**config.mk**
```make
export PLATFORM = sky130hd
export DESIGN_NAME = uart_rx
export DESIGN_NICKNAME = d
export VERILOG_FILES = /design/src/rtl/uart_pkg.sv /design/src/rtl/uart_rx_fifo.sv /design/src/rtl/uart_rx.sv
export SDC_FILE = /design/constraint.sdc
export NUM_CORES = 1
export LEC_CHECK = 0
export ABC_CLOCK_PERIOD_IN_PS = 3700
export CAP_MARGIN = 30
export CORE_ASPECT_RATIO = 0.8
export CORE_MARGIN = 2
export CORE_UTILIZATION = 60
export DETAILED_ROUTE_END_ITERATION = 10
export GPL_ROUTABILITY_DRIVEN = 0
export PLACE_DENSITY_LB_ADDON = 0.25
export SLEW_MARGIN = 5
export SYNTH_ARGS = -nofsm -noshare
export SYNTH_HDL_FRONTEND = slang
export SYNTH_SLANG_ARGS = --single-unit
```
**constraint.sdc**
```tcl
create_clock -name Clk_CPU -period 3.7 [get_ports Clk_CPU]
set_input_delay 0.925 -clock Clk_CPU [delete_from_list [all_inputs] [get_ports Clk_CPU]]
set_output_delay 0.925 -clock Clk_CPU [all_outputs]
set_load 0.05 [all_outputs]
```
**src/rtl/uart_pkg.sv**
```systemverilog
// Shared constants and FSM encoding for the UART receiver.
// The PARITY state exists only when UART_RX_PARITY_EN is defined.
package uart_pkg;

    localparam int DATA_W               = 8;
    localparam int DEFAULT_CLKS_PER_BIT = 868;
    localparam int DEFAULT_FIFO_DEPTH   = 8;

    typedef enum logic [2:0] {
        IDLE,
        START,
        DATA,
`ifdef UART_RX_PARITY_EN
        PARITY,
`endif
        STOP
    } rx_state_e;

    function automatic logic even_parity(input logic [DATA_W-1:0] d);
        return ^d;
    endfunction

endpackage

```
**src/rtl/uart_rx_fifo.sv**
```systemverilog
// First-word fall-through receive FIFO; DEPTH must be a power of two (>= 2).
// A push on a full FIFO is accepted only when a pop happens in the same cycle.
module uart_rx_fifo
    import uart_pkg::*;
#(
    parameter int DEPTH = DEFAULT_FIFO_DEPTH,
    parameter int WIDTH = DATA_W
) (
    input  logic                       Clk_CPU,
    input  logic                       rst,
    input  logic                       push_i,
    input  logic [WIDTH-1:0]           data_i,
    input  logic                       pop_i,
    output logic [WIDTH-1:0]           head_o,
    output logic [$clog2(DEPTH):0]     count_o,
    output logic                       full_o,
    output logic                       empty_o
);

    localparam int AW = $clog2(DEPTH);

    logic [WIDTH-1:0] mem [DEPTH];
    logic [AW-1:0]    wr_ptr_q, wr_ptr_d;
    logic [AW-1:0]    rd_ptr_q, rd_ptr_d;
    logic [AW:0]      count_q, count_d;
    logic             push_ok;
    logic             pop_ok;

    assign empty_o = (count_q == '0);
    assign full_o  = (count_q == (AW+1)'(DEPTH));
    assign count_o = count_q;
    assign pop_ok  = pop_i && !empty_o;
    assign push_ok = push_i && (!full_o || pop_ok);

    // Head reads as zero while empty so rx_data is clean after reset.
    assign head_o  = empty_o ? '0 : mem[rd_ptr_q];

    always_comb begin
        wr_ptr_d = wr_ptr_q;
        rd_ptr_d = rd_ptr_q;
        count_d  = count_q;
        if (push_ok) wr_ptr_d = wr_ptr_q + AW'(1);
        if (pop_ok)  rd_ptr_d = rd_ptr_q + AW'(1);
        if (push_ok && !pop_ok)      count_d = count_q + (AW+1)'(1);
        else if (pop_ok && !push_ok) count_d = count_q - (AW+1)'(1);
    end

    always_ff @(posedge Clk_CPU or posedge rst) begin
        if (rst) begin
            wr_ptr_q <= '0;
            rd_ptr_q <= '0;
            count_q  <= '0;
        end else begin
            wr_ptr_q <= wr_ptr_d;
            rd_ptr_q <= rd_ptr_d;
            count_q  <= count_d;
        end
    end

    always_ff @(posedge Clk_CPU) begin
        if (push_ok) mem[wr_ptr_q] <= data_i;
    end

endmodule

```
**src/rtl/uart_rx.sv**
```systemverilog
// UART receiver (8N1, or 8E1 when UART_RX_PARITY_EN is defined) feeding a FWFT FIFO
// with sticky overrun / framing / parity error flags.
module uart_rx
    import uart_pkg::*;
#(
    parameter int CLKS_PER_BIT = DEFAULT_CLKS_PER_BIT,
    parameter int FIFO_DEPTH   = DEFAULT_FIFO_DEPTH
) (
    input  logic                          Clk_CPU,
    input  logic                          rst,
    input  logic                          rx_i,
    input  logic                          rd_en,
    input  logic                          err_clear,
    output logic [DATA_W-1:0]             rx_data,
    output logic                          rx_valid,
    output logic [$clog2(FIFO_DEPTH):0]   rx_count,
    output logic                          overrun,
    output logic                          frame_err,
    output logic                          parity_err
);

    localparam int             CW       = $clog2(CLKS_PER_BIT + 1);
    localparam logic [CW-1:0]  HALF_BIT = CW'(CLKS_PER_BIT / 2);
    localparam logic [CW-1:0]  FULL_BIT = CW'(CLKS_PER_BIT);

    logic              sync1_q, sync2_q, rx_prev_q;
    logic              rx_s;
    rx_state_e         state_q, state_d;
    logic [CW-1:0]     cnt_q, cnt_d;
    logic [2:0]        bit_idx_q, bit_idx_d;
    logic [DATA_W-1:0] shift_q, shift_d;
    logic              sample;
    logic              push;
    logic              frame_set;
    logic              drop;
    logic              fifo_full, fifo_empty;
    logic              overrun_q, overrun_d;
    logic              frame_err_q, frame_err_d;

    assign rx_s   = sync2_q;
    // Sample when the countdown reaches 1 so bit samples are exactly CLKS_PER_BIT apart.
    assign sample = (cnt_q == CW'(1));

`ifdef UART_RX_PARITY_EN
    logic parity_bad_q, parity_bad_d;
    logic par_set;
    logic parity_err_q, parity_err_d;
`endif

    always_comb begin
        state_d   = state_q;
        cnt_d     = cnt_q;
        bit_idx_d = bit_idx_q;
        shift_d   = shift_q;
        push      = 1'b0;
        frame_set = 1'b0;
`ifdef UART_RX_PARITY_EN
        parity_bad_d = parity_bad_q;
        par_set      = 1'b0;
`endif
        if (state_q != IDLE && !sample) cnt_d = cnt_q - CW'(1);

        case (state_q)
            IDLE: begin
                // Edge-triggered so a held-low break after a bad stop bit cannot retrigger.
                if (rx_prev_q && !rx_s) begin
                    state_d = START;
                    cnt_d   = HALF_BIT;
                end
            end
            START: begin
                if (sample) begin
                    cnt_d     = FULL_BIT;
                    bit_idx_d = '0;
                    state_d   = rx_s ? IDLE : DATA;
                end
            end
            DATA: begin
                if (sample) begin
                    cnt_d     = FULL_BIT;
                    shift_d   = {rx_s, shift_q[DATA_W-1:1]};
                    bit_idx_d = bit_idx_q + 3'd1;
                    if (bit_idx_q == 3'd7) begin
`ifdef UART_RX_PARITY_EN
                        state_d = PARITY;
`else
                        state_d = STOP;
`endif
                    end
                end
            end
`ifdef UART_RX_PARITY_EN
            PARITY: begin
                if (sample) begin
                    cnt_d        = FULL_BIT;
                    parity_bad_d = (rx_s != even_parity(shift_q));
                    state_d      = STOP;
                end
            end
`endif
            STOP: begin
                if (sample) begin
                    state_d = IDLE;
                    if (rx_s) begin
`ifdef UART_RX_PARITY_EN
                        if (parity_bad_q) par_set = 1'b1;
                        else              push    = 1'b1;
`else
                        push = 1'b1;
`endif
                    end else begin
                        frame_set = 1'b1;
`ifdef UART_RX_PARITY_EN
                        par_set = parity_bad_q;
`endif
                    end
                end
            end
            default: state_d = IDLE;
        endcase
    end

    // A full FIFO only loses the byte when nothing is popped in the same cycle.
    assign drop        = push && fifo_full && !rd_en;
    assign overrun_d   = drop      | (overrun_q   & ~err_clear);
    assign frame_err_d = frame_set | (frame_err_q & ~err_clear);

    always_ff @(posedge Clk_CPU or posedge rst) begin
        if (rst) begin
            sync1_q     <= 1'b1;
            sync2_q     <= 1'b1;
            rx_prev_q   <= 1'b1;
            state_q     <= IDLE;
            cnt_q       <= '0;
            bit_idx_q   <= '0;
            shift_q     <= '0;
            overrun_q   <= 1'b0;
            frame_err_q <= 1'b0;
        end else begin
            sync1_q     <= rx_i;
            sync2_q     <= sync1_q;
            rx_prev_q   <= rx_s;
            state_q     <= state_d;
            cnt_q       <= cnt_d;
            bit_idx_q   <= bit_idx_d;
            shift_q     <= shift_d;
            overrun_q   <= overrun_d;
            frame_err_q <= frame_err_d;
        end
    end

`ifdef UART_RX_PARITY_EN
    assign parity_err_d = par_set | (parity_err_q & ~err_clear);

    always_ff @(posedge Clk_CPU or posedge rst) begin
        if (rst) begin
            parity_bad_q <= 1'b0;
            parity_err_q <= 1'b0;
        end else begin
            parity_bad_q <= parity_bad_d;
            parity_err_q <= parity_err_d;
        end
    end

    assign parity_err = parity_err_q;
`else
    assign parity_err = 1'b0;
`endif

    assign overrun   = overrun_q;
    assign frame_err = frame_err_q;
    assign rx_valid  = !fifo_empty;

    uart_rx_fifo #(
        .DEPTH (FIFO_DEPTH),
        .WIDTH (DATA_W)
    ) u_fifo (
        .Clk_CPU (Clk_CPU),
        .rst     (rst),
        .push_i  (push),
        .data_i  (shift_q),
        .pop_i   (rd_en),
        .head_o  (rx_data),
        .count_o (rx_count),
        .full_o  (fifo_full),
        .empty_o (fifo_empty)
    );

endmodule

```
==> reports/metrics.yaml <==
drt:
  detail_route.drc_violations: 0
  viasPerCell: 5.927
  routedWlPerCell_um: 18.70
  num_vias: 2513
  drt-total-wl_um: 7928
  ant_nets: 0
  first_pass_iters: 4
  first_iter_violations: 195
run_status:
  outcome: "finished, final reports clean"
setup_path:
  cp_max_fo: 18
  crit_arrival_ns: 2.64
  end_kind: "primary output"
  critPathLaunchType: "flop"
  required_ns: 2.77
  crit_type: "reg -> out"
sta:
  fmax_mhz: 280.5
  fin_crit_sh: 0.9637
  period_needed_ns: 3.566
  maxSlewViolCount: 0
  finClkSkew_ns: 0.01145
  setup_viol: 0
  worst_pin_slew_ns: 0.7621
  setup_total_negative_slack_ns: 0
  hold_viol_final: 0
  rsz0062_at_grt: "no"
  relSlewSlack: 0.4919
floorplan:
  io_pins: 21
  die_h_um: 81.33
  die_area_um2: 8186
  core_area_um2: 7322
  die_x_um: 100.7
  core.rowCount: 28
  start_util: 0.6124
finish:
  syn_to_final_growth_pct: 11.91
  final_common_cell: "edfxtp_1"
  nFillCells: 487
  num_antenna_cells: 0
  nets: 349
  final_layout_size_suffix_gt1_frac: 0.1826
  layout_common_cells: "edfxtp_1, dfrtp_1, nor2_1"
synth:
  netlist_instances: 299
  synth_area_um2: 4484
  yosysSeqAreaShare: 0.6415
  synth_top_flop_cell: "edfxtp_1"
  synth_edf_count: 64
  yosysUniqueCellTypes: 51
  yosysWarnings: 0
  synth-seq-cells: 102
  syn_area_per_cell_um2: 15.00
  async_flop_share: 0.3725
  syn_nets: 319
clock_tree:
  clk_latency_ns: 0.36
  tritoncts: "built"
  cts_made_buffers: 9
  htreeDepth: 3
  clock_sinks: 102
  postCtsSetupBuffers: 0
  cts_resized: 0
  clk_path_buf_depth: 2
  hold_buffers: 0
  cts_root_buffer: "clkbuf_8"
  cts.reportedPaths.clkPinSlew_ns: 0.09
pwr:
  p_per_area_nw_per_um2: 790.3
  ir_drop_v: 0.0004021
  leakage_uw: 0.001927
  power_uw: 3966
grt:
  first_global_vias: 2467
  grt_usage: 0.2136
  antenna_found_initial: 0
  grt_pass1_wl_um: 12810
  grt_max_degree: 39
  overflow: 0
placed_design:
  hpwlAfterDp_um: 5405
  place.port_buffers: 19
flow_run:
  maxCapViolCount: 0
hold_path:
  min_path_type: "reg -> reg"
## routing by layer
layer	wire length, um	track usage	vias up	share of wire
met1	3695	0.3103	1252	0.47
li1	-	-	1175	-
met4	86	0.06849	0	0.011
met3	434	0.04733	12	0.055
met2	3712	0.3260	74	0.47
met5	0	0	-	0
## final timing paths
| kind | start | end | slack, ns | depth (start not counted) |
|---|---|---|---|---|
| max | u_fifo.rd_ptr_q[1] | rx_data[4] | 0.13 | 4 |
| min | sync1_q | rx_s | 0.36 | 0 |
| max reg2reg | cnt_q[1] | u_fifo.count_o[3] | 0.62 | 14 |
| min reg2reg | sync1_q | rx_s | 0.36 | 0 |
| max in group asynchronous | rst | rx_s | 2.33 | 3 |
| min in group asynchronous | rst | u_fifo.count_o[0] | 0.98 | 3 |
## cell usage after synthesis (2+ instances only)
master	n	area [um^2]
xor2_1	2	17.52
a211oi_1	2	15.01
buf_2	2	10.01
a21oi_1	8	40.04
dfrtp_1	35	875.8
mux2i_1	8	80.08
o211a_1	2	20.02
xnor2_1	9	78.83
edfxtp_1	64	1922
o21ai_0	6	30.03
or3_1	2	12.51
nor2_1	25	93.84
buf_4	2	15.01
ha_1	14	175.2
inv_1	14	52.55
buf_1	2	7.510
dfstp_2	3	78.83
a32o_1	3	30.03
nand3_1	2	10.01
a21o_1	2	15.01
clkbuf_1	2	7.510
a31oi_1	4	25.02
nand2b_1	3	18.77
mux2_2	10	112.6
nor3_1	14	70.07
mux4_2	16	360.4
nand2_1	19	71.32
## registers in the layout, summed over array words and instances, names as in the netlist
name,flops
state_q,2
u_fifo.rd_ptr_q,3
bit_idx_q,3
frame_err,1
rx_prev_q,1
sync1_q,1
shift_q,8
u_fifo.wr_ptr_q,3
rx_s,1
u_fifo.count_o,4
overrun,1
cnt_q,10
u_fifo.mem,64
## worst max-delay path, cell delays in order (launching register included)
cell and delay, ns:
dfrtp_1 0.85, mux4_2 0.42, mux2i_1 0.20, nor2_1 0.08, clkdlybuf4s50_1 0.73
## stage by stage
step,hold WS [ns],instances,setup WS (ns),cell area [um^2],util
2_1_floorplan,0.3452,299,0.6848,4484,-
6_report,0.3617,424,0.1343,5019,0.6854
3_5_place_dp,0.3485,408,0.4402,4806,0.6564
4_1_cts,0.3618,424,0.1023,5019,0.6854
5_1_grt,0.3735,424,0.02625,5019,0.6854
3_3_place_gp,0.3462,408,0.4962,4806,0.6564
## logic make-up (layout without fill, tap and decap cells)
family,count (synthesis),after routing,share of synthesized area
buffers and inverters,25,60,0.02539
muxes,34,34,0.1233
adders and majority gates,15,15,0.04353
AOI/OAI and AO/OA,36,36,0.05553
other,1,1,0.0008363
and+or+nand+nor,75,75,0.08845
DFF,102,102,0.6415
xor gates and xnor gates,11,11,0.02149
## power by group
group | internal, uW | switching [uW]
combinational | 698 | 967
clock | 381 | 358
sequential | 1340 | 224
total | 2420 | 1550
## final cells by class
cell class / instances / area (um^2) / area share
multi-input combinational: 172 / 1494 / 0.2977
inverter: 15 / 57.56 / 0.01147
timing repair buffer: 29 / 265.3 / 0.05285
tap: 90 / 112.6 / 0.02244
clock inverter: 6 / 85.08 / 0.01695
sequential: 102 / 2877 / 0.5732
clock buffer: 10 / 127.6 / 0.02543
Note: power is estimated with default switching activity, not from simulation.
